$ cat src/rtl/axis_pkg.sv
// Shared types and helpers for the AXI-Stream packet validator.
package axis_pkg;

  typedef enum logic [1:0] {
    IDLE    = 2'd0,
    IN_PKT  = 2'd1,
    DISCARD = 2'd2
  } state_t;

  localparam int STAT_W = 16;

  // Event counters stick at all-ones instead of wrapping.
  function automatic logic [STAT_W-1:0] sat_inc(input logic [STAT_W-1:0] v);
    return (v == {STAT_W{1'b1}}) ? v : v + STAT_W'(1);
  endfunction

endpackage

$ cat src/rtl/axis_register.sv
// 1-deep output register with a skid slot: full throughput, registered ready.
module axis_register #(
  parameter int W = 8
) (
  input  logic         clk,
  input  logic         aresetn,
  input  logic         in_valid,
  output logic         in_ready,
  input  logic [W-1:0] in_data,
  output logic         out_valid,
  input  logic         out_ready,
  output logic [W-1:0] out_data
);

  logic         live;
  logic         skid_vld;
  logic [W-1:0] skid_data;
  logic         in_fire;

  // live keeps ready low while in reset and for the release edge.
  assign in_ready = live && !skid_vld;
  assign in_fire  = in_valid && in_ready;

  always_ff @(posedge clk or negedge aresetn) begin
    if (!aresetn) begin
      live      <= 1'b0;
      skid_vld  <= 1'b0;
      skid_data <= '0;
      out_valid <= 1'b0;
      out_data  <= '0;
    end else begin
      live <= 1'b1;
      if (out_ready || !out_valid) begin
        if (skid_vld) begin
          out_valid <= 1'b1;
          out_data  <= skid_data;
          skid_vld  <= 1'b0;
        end else begin
          out_valid <= in_fire;
          if (in_fire) out_data <= in_data;
        end
      end else if (in_fire) begin
        skid_vld  <= 1'b1;
        skid_data <= in_data;
      end
    end
  end

endmodule

$ cat src/rtl/axis_packet_validator.sv
// Checks packet length on an AXI-Stream: flags runts, truncates oversize packets.
module axis_packet_validator
  import axis_pkg::*;
#(
  parameter int AXIS_BYTES     = 1,
  parameter int AXIS_USER_BITS = 1,
  parameter int MIN_BEATS      = 4,
  parameter int MAX_BEATS      = 1500
) (
  input  logic                      clk,
  input  logic                      aresetn,
  output logic                      axis_i_tready,
  input  logic                      axis_i_tvalid,
  input  logic                      axis_i_tlast,
  input  logic [AXIS_BYTES*8-1:0]   axis_i_tdata,
  input  logic [AXIS_USER_BITS-1:0] axis_i_tuser,
  input  logic                      axis_o_tready,
  output logic                      axis_o_tvalid,
  output logic                      axis_o_tlast,
  output logic [AXIS_BYTES*8-1:0]   axis_o_tdata,
  output logic [AXIS_USER_BITS-1:0] axis_o_tuser,
  output logic                      axis_o_error,
  output logic [15:0]               runt_count,
  output logic [15:0]               oversize_count
);

  localparam int CW = $clog2(MAX_BEATS + 2);
  localparam int DW = AXIS_BYTES * 8;
  localparam int PW = DW + AXIS_USER_BITS + 2;

  state_t          state_q, state_d;
  logic [CW-1:0]   cnt_q, cnt_d, beat_num;
  logic            reg_in_valid, reg_in_ready;
  logic            fire, runt, oversize;
  logic [PW-1:0]   in_pl, out_pl;
  logic [15:0]     runt_q, ovs_q;

  assign axis_i_tready = (state_q == DISCARD) ? 1'b1 : reg_in_ready;
  assign fire          = axis_i_tvalid && axis_i_tready;
  assign beat_num      = cnt_q + CW'(1);
  assign runt          = (state_q != DISCARD) && axis_i_tlast && (beat_num < CW'(MIN_BEATS));
  assign oversize      = (state_q == IN_PKT) && (beat_num == CW'(MAX_BEATS + 1));

  // Discarded beats never reach the output register.
  assign reg_in_valid = axis_i_tvalid && (state_q != DISCARD);
  assign in_pl        = {axis_i_tdata, axis_i_tuser, axis_i_tlast || oversize, runt || oversize};

  always_ff @(posedge clk or negedge aresetn) begin
    if (!aresetn) begin
      state_q <= IDLE;
      cnt_q   <= '0;
    end else begin
      state_q <= state_d;
      cnt_q   <= cnt_d;
    end
  end

  always_comb begin
    state_d = state_q;
    cnt_d   = cnt_q;
    if (fire) begin
      unique case (state_q)
        IDLE: begin
          state_d = axis_i_tlast ? IDLE : IN_PKT;
          cnt_d   = axis_i_tlast ? '0 : beat_num;
        end
        IN_PKT: begin
          if (oversize) begin
            state_d = axis_i_tlast ? IDLE : DISCARD;
            cnt_d   = '0;
          end else if (axis_i_tlast) begin
            state_d = IDLE;
            cnt_d   = '0;
          end else begin
            cnt_d = beat_num;
          end
        end
        DISCARD: begin
          if (axis_i_tlast) state_d = IDLE;
          cnt_d = '0;
        end
        default: begin
          state_d = IDLE;
          cnt_d   = '0;
        end
      endcase
    end
  end

  always_ff @(posedge clk or negedge aresetn) begin
    if (!aresetn) begin
      runt_q <= '0;
      ovs_q  <= '0;
    end else if (fire && state_q != DISCARD) begin
      if (runt)     runt_q <= sat_inc(runt_q);
      if (oversize) ovs_q  <= sat_inc(ovs_q);
    end
  end

  assign runt_count     = runt_q;
  assign oversize_count = ovs_q;

  axis_register #(.W(PW)) u_out (
    .clk       (clk),
    .aresetn   (aresetn),
    .in_valid  (reg_in_valid),
    .in_ready  (reg_in_ready),
    .in_data   (in_pl),
    .out_valid (axis_o_tvalid),
    .out_ready (axis_o_tready),
    .out_data  (out_pl)
  );

  assign {axis_o_tdata, axis_o_tuser, axis_o_tlast, axis_o_error} = out_pl;

endmodule
$ cat config.mk
export PLATFORM = sky130hd
export DESIGN_NAME = axis_packet_validator
export DESIGN_NICKNAME = d
export VERILOG_FILES = /design/src/rtl/axis_pkg.sv /design/src/rtl/axis_register.sv /design/src/rtl/axis_packet_validator.sv
export SDC_FILE = /design/constraint.sdc
export NUM_CORES = 1
export LEC_CHECK = 0
export CAP_MARGIN = 0
export CORE_MARGIN = 1
export CORE_UTILIZATION = 60
export CTS_BUF_LIST = sky130_fd_sc_hd__clkbuf_2
export DETAILED_ROUTE_END_ITERATION = 7
export PLACE_DENSITY_LB_ADDON = 0.2
export SYNTH_ARGS = -nofsm -noshare
export SYNTH_HDL_FRONTEND = slang
export SYNTH_SLANG_ARGS = --single-unit
$ cat constraint.sdc
create_clock -name clk -period 5.2 [get_ports clk]
set_clock_uncertainty 0.1 [all_clocks]
set_input_delay 0.52 -clock clk [delete_from_list [all_inputs] [get_ports clk]]
set_output_delay 0.52 -clock clk [all_outputs]
set_load 0.01 [all_outputs]
==> flow_summary.toml <==
[outcome]
outcome = "finished, final reports clean"

[synth]
ys_seq_area_share_pct = 48.11
ys_top_cells_by_area = "dfrtp_1 48%, xor2_1 6.0%, nor3_2 3.6%"
synthArstFlopShare_pct = 100.0
synthCells = 348
synthesis.nets = 366
synth-seq-cells = 70
synth_top_area_cell = "dfrtp_1"
synth_edf_count = 0
synth_ff_type = "dfrtp_1"
syn_avg_cell_area_um2 = 10.46
synth_cell_types = 55
synth_top_area_share_pct = 48.11
yosys_warnings = 0
synthesis.area_um2 = 3641

[drt]
avgRoutedWirePerCell_um = 15.41
drt-total-wl_um = 7441
drtPass1Iterations = 5
drc = 0
via_per_inst = 5.820
drt_iter0_drc = 189
ant_nets = 0
dr_total_vias = 2811

[die]
design.core.area_um2 = 5886
fp.dieH_um = 79.90
dieArea_um2 = 6384
initial_core_util_pct = 61.86
rows = 28
die_x_um = 79.90
ios = 59

[final_layout]
final_cell_mix = "70 x dfrtp_1, 57 x clkdlybuf4s50_1, 28 x nand2_1, 28 x nor2_1, 25 x xor2_1"
synthToLayoutAreaGrowth_pct = 19.90
final_common_cell = "dfrtp_1"
fin_nets = 421
diodes = 0
nFillCells = 419
drive_gt1_share_pct = 12.99
multi_input_area_um2 = 1745
final_util_pct = 74.17
seqCellArea_um2 = 1752

[power]
leakage_nw = 1.914
p_comb_share_pct = 20.1
ir_worst_vdd_v = 0.0002142
p_per_area_nw_per_um2 = 300.9
swShare_pct = 29.91
pwr-share-clk_pct = 28.6
total_power_w = 0.001313
internal-power_w = 0.0009206
p_sw_w = 0.0003928
power.share.sequential_pct = 51.3

[setup_path]
cp.depth = 3
crit_type = "register to output port"
cp.arrival_ns = 2.15
crit_path_max_fanout = 13
required_ns = 4.58
cp_top_family = "flip-flops"
reg2reg_depth = 7
crit_path_start_kind = "register"
cp_slowest_cell = "dfrtp_1"
critPathMaxStageDelay_ns = 0.79
path_cells = "nand2b_1, nand2_1, clkdlybuf4s50_1"
endpoint_kind = "output port"
crit_buf_inv = 1

[grt]
grt-ovfl-total = 0
grt_max_degree = 71
grt_pass1_vias = 2722
grt_pass1_wl_um = 12700
grt.total_usage_pct = 26.16
antenna_found_initial = 0

[sta]
max_freq_mhz = 360.8
tightest_slew_ns = 1.054
slew_headroom_pct = 29.50
finalCritPeriodShare_pct = 53.30
setup_violations = 0
rsz0062_at_grt = "false"
setup_tns_ns = 0
slew_violations = 0
hold_viol_final = 0
fin_crit_ns = 2.772

[placement]
io_buffers = 58
gp_congestion = 0.8809
hpwl_um = 4970

[clocking]
cts_setup_buffers = 0
cts_inserted_buffers = 9
cts_tree = "built"
clockBufferDepth = 2
clk_latency_ns = 0.56
post_cts_resized = 0
cts_root_buf = "clkbuf_2"
htree_levels = 3
clk_pin_slew_ns = 0.23
postCtsHoldBufs = 0
clock_sinks = 70

[flow_run]
max-cap-violations = 0

[hold_path]
hold_class = "input pin to async pin"
==> worst register-to-register path, stage by stage (launching register included) <==
cell	delay, ns
dfrtp_1	0.46
ha_1	0.28
nand3_2	0.13
or3_4	0.41
a2111oi_4	0.52
nand3_4	0.27
nor4_1	0.35
xor2_1	0.18
==> state kept, by name (all words and copies together) (netlist names) <==
name / count
oversize_count: 16
runt_count: 16
cnt_q: 11
u_out.out_data: 11
u_out.skid_data: 11
state_q: 2
u_out.live: 1
u_out.out_valid: 1
u_out.skid_vld: 1
==> final cells by class <==
cell class	count	share of cell area [%]
flip-flops and latches	70	40.13
repair buffers	60	13.53
clock buffers	9	1.032
multi-input cells	251	39.98
well taps	75	2.150
clock inverters	7	2.236
inverters	11	0.9458
==> path summary, 6_finish.rpt <==
check / from / endpoint / slack (ns)
hold / removal: aresetn / cnt_q[6]$_DFFE_PN0P_ / 0.03
max in group asynchronous: aresetn / cnt_q[8]$_DFFE_PN0P_ / 4.39
setup / recovery: u_out.skid_vld$_DFFE_PN0P_ / axis_i_tready / 2.43
setup reg to reg: cnt_q[0]$_DFFE_PN0P_ / oversize_count[11]$_DFFE_PN0P_ / 2.45
hold reg to reg: runt_count[14]$_DFFE_PN0P_ / runt_count[14]$_DFFE_PN0P_ / 0.41
min in group clk: runt_count[14]$_DFFE_PN0P_ / runt_count[14]$_DFFE_PN0P_ / 0.41
==> kinds of logic (layout without fill, tap and decap cells) <==
| logic type | Yosys count | in the layout | share of synthesized area [%] |
|---|---|---|---|
| and+or+nand+nor | 141 | 141 | 22.13 |
| DFF | 70 | 70 | 48.11 |
| AOI/OAI and AO/OA | 51 | 51 | 10.10 |
| xor gates and xnor gates | 33 | 33 | 7.938 |
| buffers and inverters | 27 | 87 | 3.952 |
| muxes | 21 | 21 | 6.289 |
| adders and majority gates | 4 | 4 | 1.375 |
| other | 1 | 1 | 0.1030 |
==> power by group through the flow <==
stage	Clock (W)	Combinational, W	Sequential [W]
3_3_place_gp	0	0.000256	0.000682
5_1_grt	0.000399	0.000292	0.000684
3_5_place_dp	0	0.000266	0.000684
2_1_floorplan	0	0.000133	0.000687
6_report	0.000375	0.000264	0.000674
4_1_cts	0.000375	0.000268	0.000674
==> routing by layer <==
metal	vias up	GRT usage, %	share of wire (%)
met2	76	38.89	47
met3	21	8.229	5.0
met4	0	12.68	2.6
li1	1340	-	-
met5	-	0	0
met1	1374	34.53	45
==> metrics by stage <==
| step | hold WS, ns | cells | instance area, um2 | setup slack, ns |
|---|---|---|---|---|
| floorplan | 0.1244 | 348 | 3641 | 2.749 |
| global placement | 0.3708 | 467 | 4223 | 2.524 |
| CTS | 0.06172 | 483 | 4365 | 2.418 |
| global route | 0.1048 | 483 | 4365 | 2.252 |
| detailed placement | 0.3813 | 467 | 4223 | 2.488 |
| finish | 0.03244 | 483 | 4365 | 2.428 |
==> synth_stat cells (all sizes together) (9+ instances only) <==
| library cell | instances |
|---|---|
| a21oi | 12 |
| nand2 | 28 |
| inv | 11 |
| o21ai | 15 |
| nand3 | 17 |
| mux2 | 12 |
| and3 | 10 |
| xor2 | 25 |
| nor3 | 22 |
| buf | 11 |
| dfrtp | 70 |
| nor2 | 28 |
| mux2i | 9 |
(Power assumes the default switching activity.)
